$ cat src/rtl/pong_pkg.sv
// Shared types and defaults for the pong match sequencer.
package pong_pkg;

  typedef enum logic [2:0] {
    ST_IDLE  = 3'd0,
    ST_SERVE = 3'd1,
    ST_PLAY  = 3'd2,
    ST_MISS  = 3'd3,
    ST_OVER  = 3'd4
  } state_t;

  // Four BCD digits; index 3 is the thousands digit.
  typedef logic [3:0][3:0] bcd4_t;

  localparam int unsigned DEF_SERVE_FRAMES  = 60;
  localparam int unsigned DEF_MISS_FRAMES   = 90;
  localparam int unsigned DEF_LIVES         = 3;
  localparam int unsigned DEF_BASE_SPEED    = 2;
  localparam int unsigned DEF_MAX_SPEED     = 8;
  localparam int unsigned DEF_HITS_PER_STEP = 4;
  localparam int unsigned DEF_PADDLE_SPEED  = 4;

  localparam bcd4_t BCD_MAX = 16'h9999;

  // Ripple-carry BCD increment; wraps 9999 to 0000 (callers saturate).
  function automatic bcd4_t bcd_inc(input bcd4_t v);
    bcd4_t r;
    logic  carry;
    r     = v;
    carry = 1'b1;
    for (int unsigned i = 0; i < 4; i++) begin
      if (carry) begin
        if (v[i] == 4'd9) begin
          r[i] = '0;
        end else begin
          r[i]  = v[i] + 4'd1;
          carry = 1'b0;
        end
      end
    end
    return r;
  endfunction

endpackage

$ cat src/rtl/bcd_counter.sv
// Four-digit BCD counter with clear, enable and saturation at 9999.
module bcd_counter
  import pong_pkg::*;
(
  input  logic  clk_i,
  input  logic  rst_ni,
  input  logic  clr_i,
  input  logic  en_i,
  output bcd4_t count_o
);

  bcd4_t count_q, count_d;

  // Clear has priority over counting; hold once 9999 is reached.
  always_comb begin
    count_d = count_q;
    if (clr_i) begin
      count_d = '0;
    end else if (en_i && (count_q != BCD_MAX)) begin
      count_d = bcd_inc(count_q);
    end
  end

  // Count register.
  always_ff @(posedge clk_i or negedge rst_ni) begin
    if (!rst_ni) count_q <= '0;
    else         count_q <= count_d;
  end

  assign count_o = count_q;

endmodule

$ cat src/rtl/pong_match_ctrl.sv
// Match-level sequencer: serve countdown, live play, miss flash, game over.
module pong_match_ctrl
  import pong_pkg::*;
#(
  parameter int unsigned SERVE_FRAMES  = DEF_SERVE_FRAMES,
  parameter int unsigned MISS_FRAMES   = DEF_MISS_FRAMES,
  parameter int unsigned LIVES         = DEF_LIVES,
  parameter int unsigned BASE_SPEED    = DEF_BASE_SPEED,
  parameter int unsigned MAX_SPEED     = DEF_MAX_SPEED,
  parameter int unsigned HITS_PER_STEP = DEF_HITS_PER_STEP,
  parameter int unsigned PADDLE_SPEED  = DEF_PADDLE_SPEED
) (
  input  logic        pixel_clk_in,
  input  logic        rst_n_in,
  input  logic        nf_in,
  input  logic        start_in,
  input  logic        hit_in,
  input  logic        miss_in,
  output logic        pong_rst_out,
  output logic        controls_en_out,
  output logic [3:0]  puck_speed_out,
  output logic [3:0]  paddle_speed_out,
  output logic [2:0]  state_out,
  output logic [1:0]  lives_out,
  output logic [15:0] score_out,
  output logic        flash_out
);

  localparam logic [7:0] SERVE_LOAD = 8'(SERVE_FRAMES - 1);
  localparam logic [7:0] MISS_LOAD  = 8'(MISS_FRAMES - 1);
  localparam logic [1:0] LIVES_V    = 2'(LIVES);
  localparam logic [3:0] BASE_V     = 4'(BASE_SPEED);
  localparam logic [3:0] MAX_V      = 4'(MAX_SPEED);
  localparam logic [3:0] RALLY_LAST = 4'(HITS_PER_STEP - 1);
  localparam logic [3:0] PADDLE_V   = 4'(PADDLE_SPEED);

  state_t     state_q, state_d;
  logic       start_q;
  logic [7:0] cnt_q, cnt_d;
  logic [3:0] rally_q, rally_d;
  logic [1:0] lives_q, lives_d;
  logic [3:0] speed_q, speed_d;
  logic       pong_rst_q, pong_rst_d;
  logic       ctrl_en_q, ctrl_en_d;
  logic [3:0] paddle_q, paddle_d;
  logic       flash_q, flash_d;
  logic       start_rise;
  logic       score_clr, score_en;
  bcd4_t      score;

  assign start_rise = start_in & ~start_q;

  // Next-state and datapath control; the gating outputs follow the
  // registered state, so they lag a state change by one cycle.
  always_comb begin
    state_d    = state_q;
    cnt_d      = cnt_q;
    rally_d    = rally_q;
    lives_d    = lives_q;
    speed_d    = speed_q;
    score_clr  = 1'b0;
    score_en   = 1'b0;
    pong_rst_d = (state_q == ST_IDLE) || (state_q == ST_SERVE) || (state_q == ST_OVER);
    ctrl_en_d  = (state_q == ST_PLAY);
    paddle_d   = (state_q == ST_PLAY) ? PADDLE_V : '0;
    flash_d    = (state_q == ST_MISS) & cnt_q[3];

    unique case (state_q)
      ST_IDLE, ST_OVER: begin
        if (start_rise) begin
          state_d   = ST_SERVE;
          lives_d   = LIVES_V;
          speed_d   = BASE_V;
          cnt_d     = SERVE_LOAD;
          rally_d   = '0;
          score_clr = 1'b1;
        end
      end
      ST_SERVE: begin
        if (nf_in) begin
          if (cnt_q == '0) state_d = ST_PLAY;
          else             cnt_d   = cnt_q - 8'd1;
        end
      end
      ST_PLAY: begin
        if (miss_in) begin
          state_d = ST_MISS;
          lives_d = lives_q - 2'd1;
          cnt_d   = MISS_LOAD;
          rally_d = '0;
        end else if (hit_in) begin
          score_en = 1'b1;
          if (rally_q == RALLY_LAST) begin
            rally_d = '0;
            speed_d = (speed_q >= MAX_V) ? MAX_V : speed_q + 4'd1;
          end else begin
            rally_d = rally_q + 4'd1;
          end
        end
      end
      ST_MISS: begin
        if (nf_in) begin
          if (cnt_q == '0) begin
            if (lives_q == '0) begin
              state_d = ST_OVER;
            end else begin
              state_d = ST_SERVE;
              cnt_d   = SERVE_LOAD;
              speed_d = BASE_V;
            end
          end else begin
            cnt_d = cnt_q - 8'd1;
          end
        end
      end
      default: state_d = ST_IDLE;
    endcase
  end

  // State and output registers.
  always_ff @(posedge pixel_clk_in or negedge rst_n_in) begin
    if (!rst_n_in) begin
      state_q    <= ST_IDLE;
      start_q    <= 1'b1;
      cnt_q      <= '0;
      rally_q    <= '0;
      lives_q    <= LIVES_V;
      speed_q    <= BASE_V;
      pong_rst_q <= 1'b1;
      ctrl_en_q  <= 1'b0;
      paddle_q   <= '0;
      flash_q    <= 1'b0;
    end else begin
      state_q    <= state_d;
      start_q    <= start_in;
      cnt_q      <= cnt_d;
      rally_q    <= rally_d;
      lives_q    <= lives_d;
      speed_q    <= speed_d;
      pong_rst_q <= pong_rst_d;
      ctrl_en_q  <= ctrl_en_d;
      paddle_q   <= paddle_d;
      flash_q    <= flash_d;
    end
  end

  bcd_counter u_score (
    .clk_i   (pixel_clk_in),
    .rst_ni  (rst_n_in),
    .clr_i   (score_clr),
    .en_i    (score_en),
    .count_o (score)
  );

  assign pong_rst_out     = pong_rst_q;
  assign controls_en_out  = ctrl_en_q;
  assign puck_speed_out   = speed_q;
  assign paddle_speed_out = paddle_q;
  assign state_out        = state_q;
  assign lives_out        = lives_q;
  assign score_out        = score;
  assign flash_out        = flash_q;

endmodule

$ cat config.mk
export PLATFORM = sky130hd
export DESIGN_NAME = pong_match_ctrl
export DESIGN_NICKNAME = d
export VERILOG_FILES = /design/src/rtl/pong_pkg.sv /design/src/rtl/bcd_counter.sv /design/src/rtl/pong_match_ctrl.sv
export SDC_FILE = /design/constraint.sdc
export NUM_CORES = 1
export LEC_CHECK = 0
export ABC_AREA = 1
export CAP_MARGIN = 30
export CORE_MARGIN = 2
export CORE_UTILIZATION = 56
export CTS_BUF_LIST = sky130_fd_sc_hd__clkbuf_2
export DETAILED_ROUTE_END_ITERATION = 16
export PLACE_DENSITY = 0.82
export SLEW_MARGIN = 20
export SYNTH_ARGS = -nofsm -noshare
export SYNTH_HDL_FRONTEND = slang
export SYNTH_HIERARCHICAL = 1
export SYNTH_SLANG_ARGS = --single-unit
$ cat constraint.sdc
create_clock -name pixel_clk_in -period 2.2 [get_ports pixel_clk_in]
set_clock_uncertainty 0.05 [all_clocks]
set_input_delay 0.44 -clock pixel_clk_in [delete_from_list [all_inputs] [get_ports pixel_clk_in]]
set_output_delay 0.44 -clock pixel_clk_in [all_outputs]
set_load 0.1 [all_outputs]
After elaboration in Yosys (flattened, before gate mapping)
Index checks and enable logic that the tools add are counted.

Eq/ne operators: 23. $add $sub $neg: 8. Mux-type cells: 59. Magnitude comparators: 1. Bitwise logic cells: 3. Reduce and logical (&&, ||, !) cells: 22.

Operators by type and width (number): $mux 4 (19); $mux 8 (7); $mux 16 (2); $pmux 8 s4 (1); $add 4x1->4 const B (6); $mux 3 (8); $eq 4x4->1 const B (4); $mux 1 (16); $ne 16x16->1 const B (1); $ne 2x2->1 const B (8); $pmux 3 s4 (1); $pmux 4 s3 (1); $reduce_bool 2->1 (5); $logic_not 8->1 (1); $pmux 4 s2 (1); $reduce_and 8->1 (1); $sub 8x1->8 const B (1); $reduce_and 7->1 (1); $eq 3x2->1 const B (2); $ne 2x1->1 const B (3); $ne 3x3->1 const B (2); $reduce_and 2->1 (3); $reduce_and 3->1 (2); $reduce_and 6->1 (1); 16 further kinds (19).

Output and inout port bits: 32. Input bits: 6. Logic and storage cells: 130. Bits in registers: 44.

Depth between registers and ports, before layout
Gate-level depths: netlist of run 1.

Depth after elaboration: 15. Mapped depth: 12.

Modules after synthesis
Netlist of run 1, hierarchy kept.

By module, submodules not included: pong_match_ctrl (cells each 201, times used 1, area each 1572.8 um^2); bcd_counter (cells each 128, times used 1, area each 975.9 um^2).

Worst setup path before layout of run 1
Ideal clock, no wire load.

Kind: reg2reg. Start point: register state_q[0], in the netlist state_out[0]. End point: register u_score.count_q (netlist bit u_score/count_o[12]). Stages on the path, launching flop included: 11. Slack: -147 ps. Clock period less this slack: 2347 ps. Buffers on the path: 1. Library setup time: 67 ps. Data arrival time: 2229 ps. Cell sequence: dfrtp_1 > buf_4 > nor2_2 > nand3_2 > inv_1 > inv_1 > nand2_1 > and3_4 > nand2_1 > nand2_1 > nand2_1.

Cells in the longest elaborated chain, start to end: 5. Elaborated cells on any way between the ends: 11.

Ends and longest elaborated chain: start: declaration (RTL line pong_match_ctrl.sv:37) `state_t state_q, state_d;`; start signal: assignment (RTL line pong_match_ctrl.sv:134) `state_q <= state_d;`; $eq 3x3->1 or $logic_not 3->1 (tied branches) (RTL line pong_match_ctrl.sv:68) `unique case (state_q)`; $reduce_or 2->1 * (RTL line pong_match_ctrl.sv:68); $mux 1 * (RTL line pong_match_ctrl.sv:68); net score_clr (RTL line pong_match_ctrl.sv:48) `logic score_clr, score_en;`; $reduce_bool 2->1 (no source line); $reduce_and 2->1 (no source line); end signal: assignment (RTL line bcd_counter.sv:27) `else count_q <= count_d;`; end: declaration (RTL line bcd_counter.sv:12) `bcd4_t count_q, count_d;`.

Mark *: on every way through the listed nets, which the timed path passes. The rest lies on a longest branch. A chain may end at the register's enable or synchronous reset.

Final worst setup path of run 1
Start point: register state_q[0], in the netlist state_out[0]. End point: register u_score.count_q (netlist bit u_score/count_o[13]).

The elaborated chain is that of the path after synthesis.

==> key figures, run 1 <==
Synth
  • Post-synth cell types: 32
  • Yosys warnings: 6
  • Syn_area_per_cell: 7.75 um2
  • Mapped Cells: 329
  • Cell area after synthesis: 0.00255 mm2
  • Share of the yosys chip area belonging to registers: 40.5%
  • Yosys reg bits: 41

Pwr
  • VDD IR-drop max: 0.000826 V
  • Static Leak: 0.00158 uW
  • PwrDens: 1480 mW/mm2
  • Overall power: 4400 uW

Clock tree
  • Inserted Clock Buffers: 5
  • CTS max path bufs: 2
  • Clock tree sinks: 41
  • Hold buffer count at cts: 1
  • Root Buffer: clkbuf_2
  • Post CTS Setup Buffer Count: 0
  • Clk pin slew, worst setup/hold paths: 0.22 ns
  • # H-tree levels: 2
  • Post-CTS sizing: 0
  • CTS tree: yes
  • Worst skew pair latency: 0.40 ns

Timing
  • Final period util: 85.2%
  • Worst slew pin tran: 0.604 ns
  • Pins Over Slew Limit: 0
  • Worst Setup Slack, final: 0.326 ns
  • Tmin final: 1.87 ns
  • Setup_tns: 0 ns
  • Slew HR: 59.8%
  • Hold Vio Cnt, Final: 0
  • Max Clock Freq: 0.534 GHz
  • RSZ-0062 raised after global routing: no
  • Final setup viols: 0

Critical path
  • Crit. End Element: register
  • Setup crit end: u_score/count_o[13]
  • CP startpoint: state_out[0]
  • Worst R2R Path Depth: 9
  • Worst setup SP type: register
  • R2R Setup Slk: 0.33 ns
  • Crit-path max FO: 9
  • Class of the most critical setup path: reg2reg
  • Worst Path Required: 2.45 ns
  • Crit Reg-Reg Endpoint: u_score/count_o[13]
  • Worst Path Arrival: 2.12 ns
  • Reg2reg start: state_out[0]

Routing
  • Vias: 2189
  • Via density: 5.13
  • DRC violations left: 0
  • Final ANT Viol Nets: 0
  • WL per Instance: 11.7 um
  • Drt total wl: 5.01 mm
  • DRT Pass-1 Iters: 6
  • Initial DRC count: 162

Floorplan
  • Core Region: 0.00438 mm2
  • Die width: 71.5 um
  • IO Pins: 38
  • Die Span Y: 71.5 um
  • Starting Density: 58.1%
  • Die area: 0.00511 mm2
  • Cell Rows: 24

Placement
  • Final HPWL from detailed placement: 3.86 mm
  • IO buf count: 34
  • Gpl congestion: 0.864
  • Dpl cell area: 0.00292 mm2
  • Pre-CTS WS: 0.109 ns

Job
  • Max Cap Viol: 0

Global route
  • Largest net degree at the start of global routing: 28
  • First-pass GRT wire length: 8.85 mm
  • Vias in the first global route: 2008
  • Initial antenna violation count: 0
  • Total GRT Usage: 21.5%
  • Grt ovf: 0

Min path
  • HP Class: in2reg
  • HP Start: start_in
  • Cells on Worst Hold Path: 1

Status
  • Status: completed

Layout
  • Final Util: 67.6%
  • Final net count: 392
  • Final Cell Area: 0.00296 mm2
  • Antenna Diode Count: 0
  • Ratio of cells with drive above 1 in the final layout: 20.8%
  • Area Overhead vs Synth: 16.2%
-- final cells by class --
class                   instances  area (um2)
repair buffers                 42         350
multi-input cells             239        1310
clock inverters                 3        12.5
clock buffers                   5        25.0
fillers                       390        1420
inverters                      45         169
flip-flops and latches         41        1030
well taps                      52        65.1
-- worst max-delay path: stages, from the launching register on --
cell and delay (ns):
dfrtp_2 0.52, nor2_2 0.21, nand3_2 0.11, inv_1 0.11, inv_1 0.14, nand2_1 0.17, and3_4 0.23, nand2_1 0.10
nand2_1 0.08, nand2_1 0.05
-- power by group --
part / leakage [uW] / switching [uW] / internal (uW)
Sequential: 0.000521 / 262 / 1000
Clock: 0.0000278 / 242 / 69.8
Combinational: 0.00103 / 2100 / 723
-- layout by cell type (no fill, tap or decap), types with 3 or more instances in the layout --
master	Yosys	final
xnor2_1	5	5
conb_1	1	3
nand3_2	3	3
xor2_1	8	8
nor2_1	35	35
a21oi_1	6	6
nand3_1	31	31
dfstp_2	5	5
o21ai_1	9	9
ha_1	12	12
dfrtp_1	36	34
nand2_2	6	6
nor3_1	3	3
buf_4	5	34
o21ai_0	14	14
clkdlybuf4s50_1	0	4
inv_1	42	42
nor2_2	5	5
nand2_1	83	83
inv_2	3	3
clkbuf_2	0	5
-- synthesized netlist by cell type (all sizes together) --
library cell	instances	area [um2]
conb	1	3.75
nand2	91	372
dfrtp	36	901
nor2	44	225
nor3b	1	7.51
o21ai	24	124
xnor2	5	43.8
and3	2	17.5
o22ai	1	6.26
dfstp	5	131
inv	45	169
nand4	1	6.26
xor2	8	70.1
nand3	35	203
a21oi	8	47.6
a22oi	1	7.51
nor3	3	15.0
buf	6	48.8
ha	12	150
-- metal layers --
| layer | vias to the layer above | share of wire, % | GRT usage, % |
|---|---|---|---|
| li1 | 1119 | - | - |
| met1 | 1006 | 49 | 31.0 |
| met2 | 58 | 46 | 33.6 |
| met3 | 6 | 4.7 | 2.95 |
| met4 | 0 | 1.0 | 7.13 |
| met5 | - | 0 | 0 |
-- sequential cells by signal, indices dropped and copies added (netlist names) --
register          flops
u_score/count_o      16
cnt_q                 8
puck_speed_out        4
rally_q               4
state_out             3
lives_out             2
flash_out             1
paddle_speed_out      1
pong_rst_out          1
start_q               1
-- worst min-delay path by stage --
| stage | end | slack [ns] |
|---|---|---|
| 2_1_floorplan | cnt_q[0] | 0.09 |
| 3_3_place_gp | paddle_speed_out[2] | 0.43 |
| 3_5_place_dp | puck_speed_out[3] | 0.43 |
| 4_1_cts | start_q | 0.39 |
| 5_1_grt | start_q | 0.42 |
| 6_report | start_q | 0.43 |
-- cells by family (layout without fill, tap and decap cells) --
logic type / Yosys count / after routing / share of synthesized area, %
other: 1 / 3 / 0.147
flip-flops: 41 / 41 / 40.5
XOR/XNOR: 13 / 13 / 4.47
buffers and inverters: 51 / 95 / 8.54
AND/OR/NAND/NOR: 177 / 177 / 33.2
adder cells (fa/ha/maj): 12 / 12 / 5.89
AO/OA/AOI/OAI: 34 / 34 / 7.27
-- per-stage QoR --
step           cells  hold slack, ns
2_1_floorplan    331          0.0944
3_3_place_gp     418           0.425
3_5_place_dp     418           0.431
4_1_cts          427           0.394
5_1_grt          427           0.420
6_report         427           0.426
Power figures use the tool's default switching activity.
==> inputs of run 2 (changes only) <==
Settings changed: CORE_ASPECT_RATIO set to 1.4.
==> key figures, run 2 (synthesis results as in run 1) <==
Critical path
  • Crit. End Element: register
  • Worst setup SP type: register
  • Worst Path Required: 2.44 ns
  • Worst Path Arrival: 2.07 ns
  • Crit-path max FO: 19
  • Worst-path cell chain: inv_2, nand3_4, nor3_1, nand2_2, nand2_4, nand2_1, nand2_1, nand2_1
  • CP max-delay cell: dfrtp_1
  • Class of the most critical setup path: reg2reg
  • Worst path most repeated cell: nand2_1
  • Worst R2R Path Depth: 8
  • Max incr delay on CP: 0.53 ns

Routing
  • DRT Pass-1 Iters: 4
  • Drt total wl: 4.95 mm
  • Final ANT Viol Nets: 0
  • Vias: 2204
  • DRC violations left: 0
  • Initial DRC count: 116
  • Via density: 5.06
  • WL per Instance: 11.4 um

Floorplan
  • Cell Rows: 29
  • IO Pins: 38
  • Die width: 61.0 um
  • Core Region: 0.00446 mm2
  • Starting Density: 57.1%
  • Die area: 0.00511 mm2
  • Die Span Y: 83.8 um

Timing
  • Hold Vio Cnt, Final: 0
  • Tmin final: 1.82 ns
  • Setup_tns: 0 ns
  • RSZ-0062 raised after global routing: no
  • Final setup viols: 0
  • Pins Over Slew Limit: 0
  • Hold_ws: 0.447 ns
  • Max Clock Freq: 0.549 GHz
  • Final period util: 82.8%

Pwr
  • VDD IR-drop max: 0.00112 V
  • PwrDens: 1500 mW/mm2
  • Static Leak: 0.00160 uW

Layout
  • Max reg flops: 16
  • Area Overhead vs Synth: 18.0%
  • Commonest non-fill, non-tap cells in the layout: 83 x nand2_1, 42 x inv_1, 35 x nor2_1, 34 x dfrtp_1, 32 x buf_4
  • Ratio of cells with drive above 1 in the final layout: 21.1%
  • Most common cell after layout, fill and taps aside: nand2_1
  • Final net count: 391
  • Antenna Diode Count: 0

Clock tree
  • Inserted Clock Buffers: 5
  • Post CTS Setup Buffer Count: 0
  • CTS max path bufs: 2
  • Hold buffer count at cts: 1
  • Worst skew pair latency: 0.39 ns
  • Root Buffer: clkbuf_2
  • CTS tree: yes
  • Post-CTS sizing: 0
  • Clock tree sinks: 41
  • # H-tree levels: 2
  • Clk pin slew, worst setup/hold paths: 0.20 ns

Global route
  • Grt ovf: 0
  • Initial antenna violation count: 0
  • Largest net degree at the start of global routing: 23
  • Total GRT Usage: 22.2%
  • Vias in the first global route: 2070
  • First-pass GRT wire length: 8.74 mm

Min path
  • HP Class: in2reg
  • Cells on Worst Hold Path: 1

Placement
  • IO buf count: 34
  • Gpl congestion: 0.816
  • Final HPWL from detailed placement: 3.88 mm

Job
  • Max Cap Viol: 0

Status
  • Status: completed
## run 2: final cells by class
| type | instances | area (um2) |
|---|---|---|
| clock inverter | 2 | 35.0 |
| multi-input combinational | 239 | 1310 |
| timing repair buffer | 41 | 355 |
| tap | 62 | 77.6 |
| clock buffer | 6 | 30.0 |
| fill | 396 | 1460 |
| inverter | 45 | 169 |
| sequential | 41 | 1030 |
## run 2: per-stage QoR
step                instance area, um2  power [uW]  util (%)  setup slack (ns)  instances
CTS                               3010        4550      67.4             0.401        436
global route                      3010        4840      67.4             0.224        436
finish                            3010        4530      67.4             0.379        436
floorplan                         2560        3510         -            0.0423        331
detailed placement                2930        4100      65.7             0.139        427
global placement                  2930        4070      65.7             0.194        427
## run 2: worst paths after layout
check | from | to | slack [ns]
max reg2reg | state_out[2] | u_score/count_o[9] | 0.38
min reg2reg | lives_out[1] | lives_out[1] | 0.48
max | state_out[2] | u_score/count_o[9] | 0.38
max in group asynchronous | rst_n_in | u_score/count_o[9] | 1.16
min | start_in | start_q | 0.45
min in group asynchronous | rst_n_in | u_score/count_o[1] | 0.46
## run 2: power by group
part	internal [uW]	leakage [uW]	switching, uW
Combinational	731	0.00103	2090
Clock	196	0.0000430	236
Sequential	1000	0.000521	267
Total	1930	0.00160	2600
## run 2: worst max-delay path: cells and delay by family, from the launching register on
kind | cells | cell delay (ns)
simple gates | 7 | 0.97
flops | 1 | 0.53
buf+inv | 1 | 0.17
## run 2: layer usage
| metal | track usage, % | vias to the layer above | routed length [um] |
|---|---|---|---|
| li1 | - | 1122 | - |
| met3 | 4.03 | 9 | 190 |
| met2 | 38.9 | 54 | 2610 |
| met1 | 26.4 | 1019 | 2070 |
| met5 | 0 | - | 0 |
| met4 | 6.92 | 0 | 81 |
==> inputs of run 3 (changes only) <==
Clock period 2.2 ns to 1.9 ns, I/O delays scaled along.
==> key figures, run 3 (synthesis results as in run 1) <==
Critical path
  • CP max-delay cell: dfstp_4
  • Max incr delay on CP: 0.68 ns
  • Worst path most repeated cell: nand2_2
  • Worst setup SP type: register
  • Crit. End Element: register
  • Worst Path Required: 2.17 ns
  • Class of the most critical setup path: reg2reg
  • CP bufs+invs: 3
  • Worst-path cell chain: inv_1, ha_2, nand2_1, inv_1, nand2_2, nand2_2, nand2_2, nand2_4, nor2_8, nand2_2, o21ai_2, inv_1
  • Crit-path max FO: 6
  • Worst Path Arrival: 2.13 ns
  • Crit-path leading delay family: flip-flops
  • CP Depth: 12
  • Worst R2R Path Depth: 12

Placement
  • Placed insts: 431
  • Gpl congestion: 0.892
  • Final HPWL from detailed placement: 4.39 mm
  • IO buf count: 34
  • Pre-CTS WS: 0.00473 ns

Pwr
  • Static Leak: 0.00172 uW
  • PwrDens: 1720 mW/mm2
  • VDD IR-drop max: 0.00133 V
  • Overall power: 6000 uW

Layout
  • Ratio of cells with drive above 1 in the final layout: 29.4%
  • Commonest non-fill, non-tap cells in the layout: 78 x nand2_1, 40 x inv_1, 35 x nor2_1, 31 x nand3_1, 29 x buf_12
  • Post-Layout Cell Count: 447
  • Antenna Diode Count: 0
  • Final net count: 402
  • Fillers: 299
  • Max reg flops: 16
  • Most common cell after layout, fill and taps aside: nand2_1
  • Area Overhead vs Synth: 36.4%

Job
  • Max Cap Viol: 0

Floorplan
  • Core Region: 0.00446 mm2
  • Die area: 0.00511 mm2
  • Die Span Y: 83.8 um
  • Starting Density: 57.1%
  • Cell Rows: 29
  • IO Pins: 38
  • Die width: 61.0 um

Timing
  • Hold Vio Cnt, Final: 0
  • Setup_tns: 0 ns
  • Pins Over Slew Limit: 0
  • Final period util: 97.6%
  • Max Clock Freq: 0.539 GHz
  • Tmin final: 1.86 ns
  • Final setup viols: 0
  • Worst Setup Slack, final: 0.0447 ns
  • Hold_ws: 0.329 ns

Clock tree
  • Inserted Clock Buffers: 5
  • Clock tree sinks: 41
  • CTS tree: yes
  • Root Buffer: clkbuf_2
  • Clk pin slew, worst setup/hold paths: 0.23 ns
  • Worst skew pair latency: 0.41 ns
  • # H-tree levels: 2
  • CTS max path bufs: 2

Routing
  • Vias: 2367
  • Via density: 5.30
  • DRC violations left: 0
  • Initial DRC count: 108
  • DRT Pass-1 Iters: 4
  • Drt total wl: 5.80 mm
  • WL per Instance: 13.0 um
  • Final ANT Viol Nets: 0

Global route
  • First-pass GRT wire length: 9.79 mm
  • Largest net degree at the start of global routing: 18
  • Vias in the first global route: 2359
  • Grt ovf: 0
  • Total GRT Usage: 24.9%
  • Initial antenna violation count: 0

Min path
  • HP Class: in2async

Status
  • Status: completed
[run 3: cell types whose count changed in the layout (fill, tap and decap cells not counted), moves of 2 or more]
cell / change
buf_12: +26
nand2_1: -5
inv_1: -2
dfrtp_2: +11
dfstp_2: -2
dfstp_4: +2
nand2_2: +5
inv_2: +2
o21ai_2: +2
buf_4: -15
o21ai_1: -2
dfrtp_1: -12
[run 3: report_power, final]
| part | internal [uW] | switching, uW | leakage [uW] |
|---|---|---|---|
| sequential | 1190 | 380 | 0.000503 |
| combinational | 1330 | 2560 | 0.00117 |
| clock | 231 | 299 | 0.0000432 |
[run 3: worst paths after layout]
| kind | to | slack [ns] | from |
|---|---|---|---|
| min reg2reg | puck_speed_out[1] | 0.50 | puck_speed_out[1] |
| max in group asynchronous | pong_rst_out | 0.85 | rst_n_in |
| max | cnt_q[4] | 0.04 | lives_out[0] |
| max reg2reg | cnt_q[4] | 0.04 | lives_out[0] |
| min | paddle_speed_out[2] | 0.33 | rst_n_in |
| min in group pixel_clk_in | start_q | 0.36 | start_in |
[run 3: what timing repair did]
item | 4_1_cts | 5_1_grt
setup buffers | 0 | 7
endpoints found under the hold margin | 11 | 0
resized for setup | 0 | 7
hold buffers | 1 | 0
endpoints found under the setup margin | 0 | 18
[run 3: metal layers]
layer	share of wire [%]	vias to the layer above	global-route usage (%)
met1	40	1140	28.9
met5	0	-	0
met3	3.8	19	5.12
li1	-	1141	-
met2	53	67	43.4
met4	3.2	0	9.29
[run 3: worst reg2reg max path, stage by stage (launching register included)]
cell	delay, ns
dfstp_4	0.68
inv_1	0.06
ha_2	0.19
nand2_1	0.08
inv_1	0.05
nand2_2	0.09
nand2_2	0.06
nand2_2	0.10
nand2_4	0.09
nor2_8	0.15
nand2_2	0.07
o21ai_2	0.06
inv_1	0.05
[run 3: layout make-up]
type                       count  area (um2)  share of cell area (%)
multi-input combinational    239        1340                    38.5
sequential                    41        1060                    30.5
timing repair buffer          52         763                    22.0
inverter                      45         169                    4.86
tap                           62        77.6                    2.23
clock inverter                 2        38.8                    1.12
clock buffer                   6        30.0                   0.864
[run 3: per-stage QoR]
stage / utilization, % / instance area [um2]
6_report: 77.9 / 3480
5_1_grt: 77.9 / 3480
4_1_cts: 76.2 / 3400
3_5_place_dp: 74.5 / 3320
3_3_place_gp: 74.5 / 3320
2_1_floorplan: - / 2600
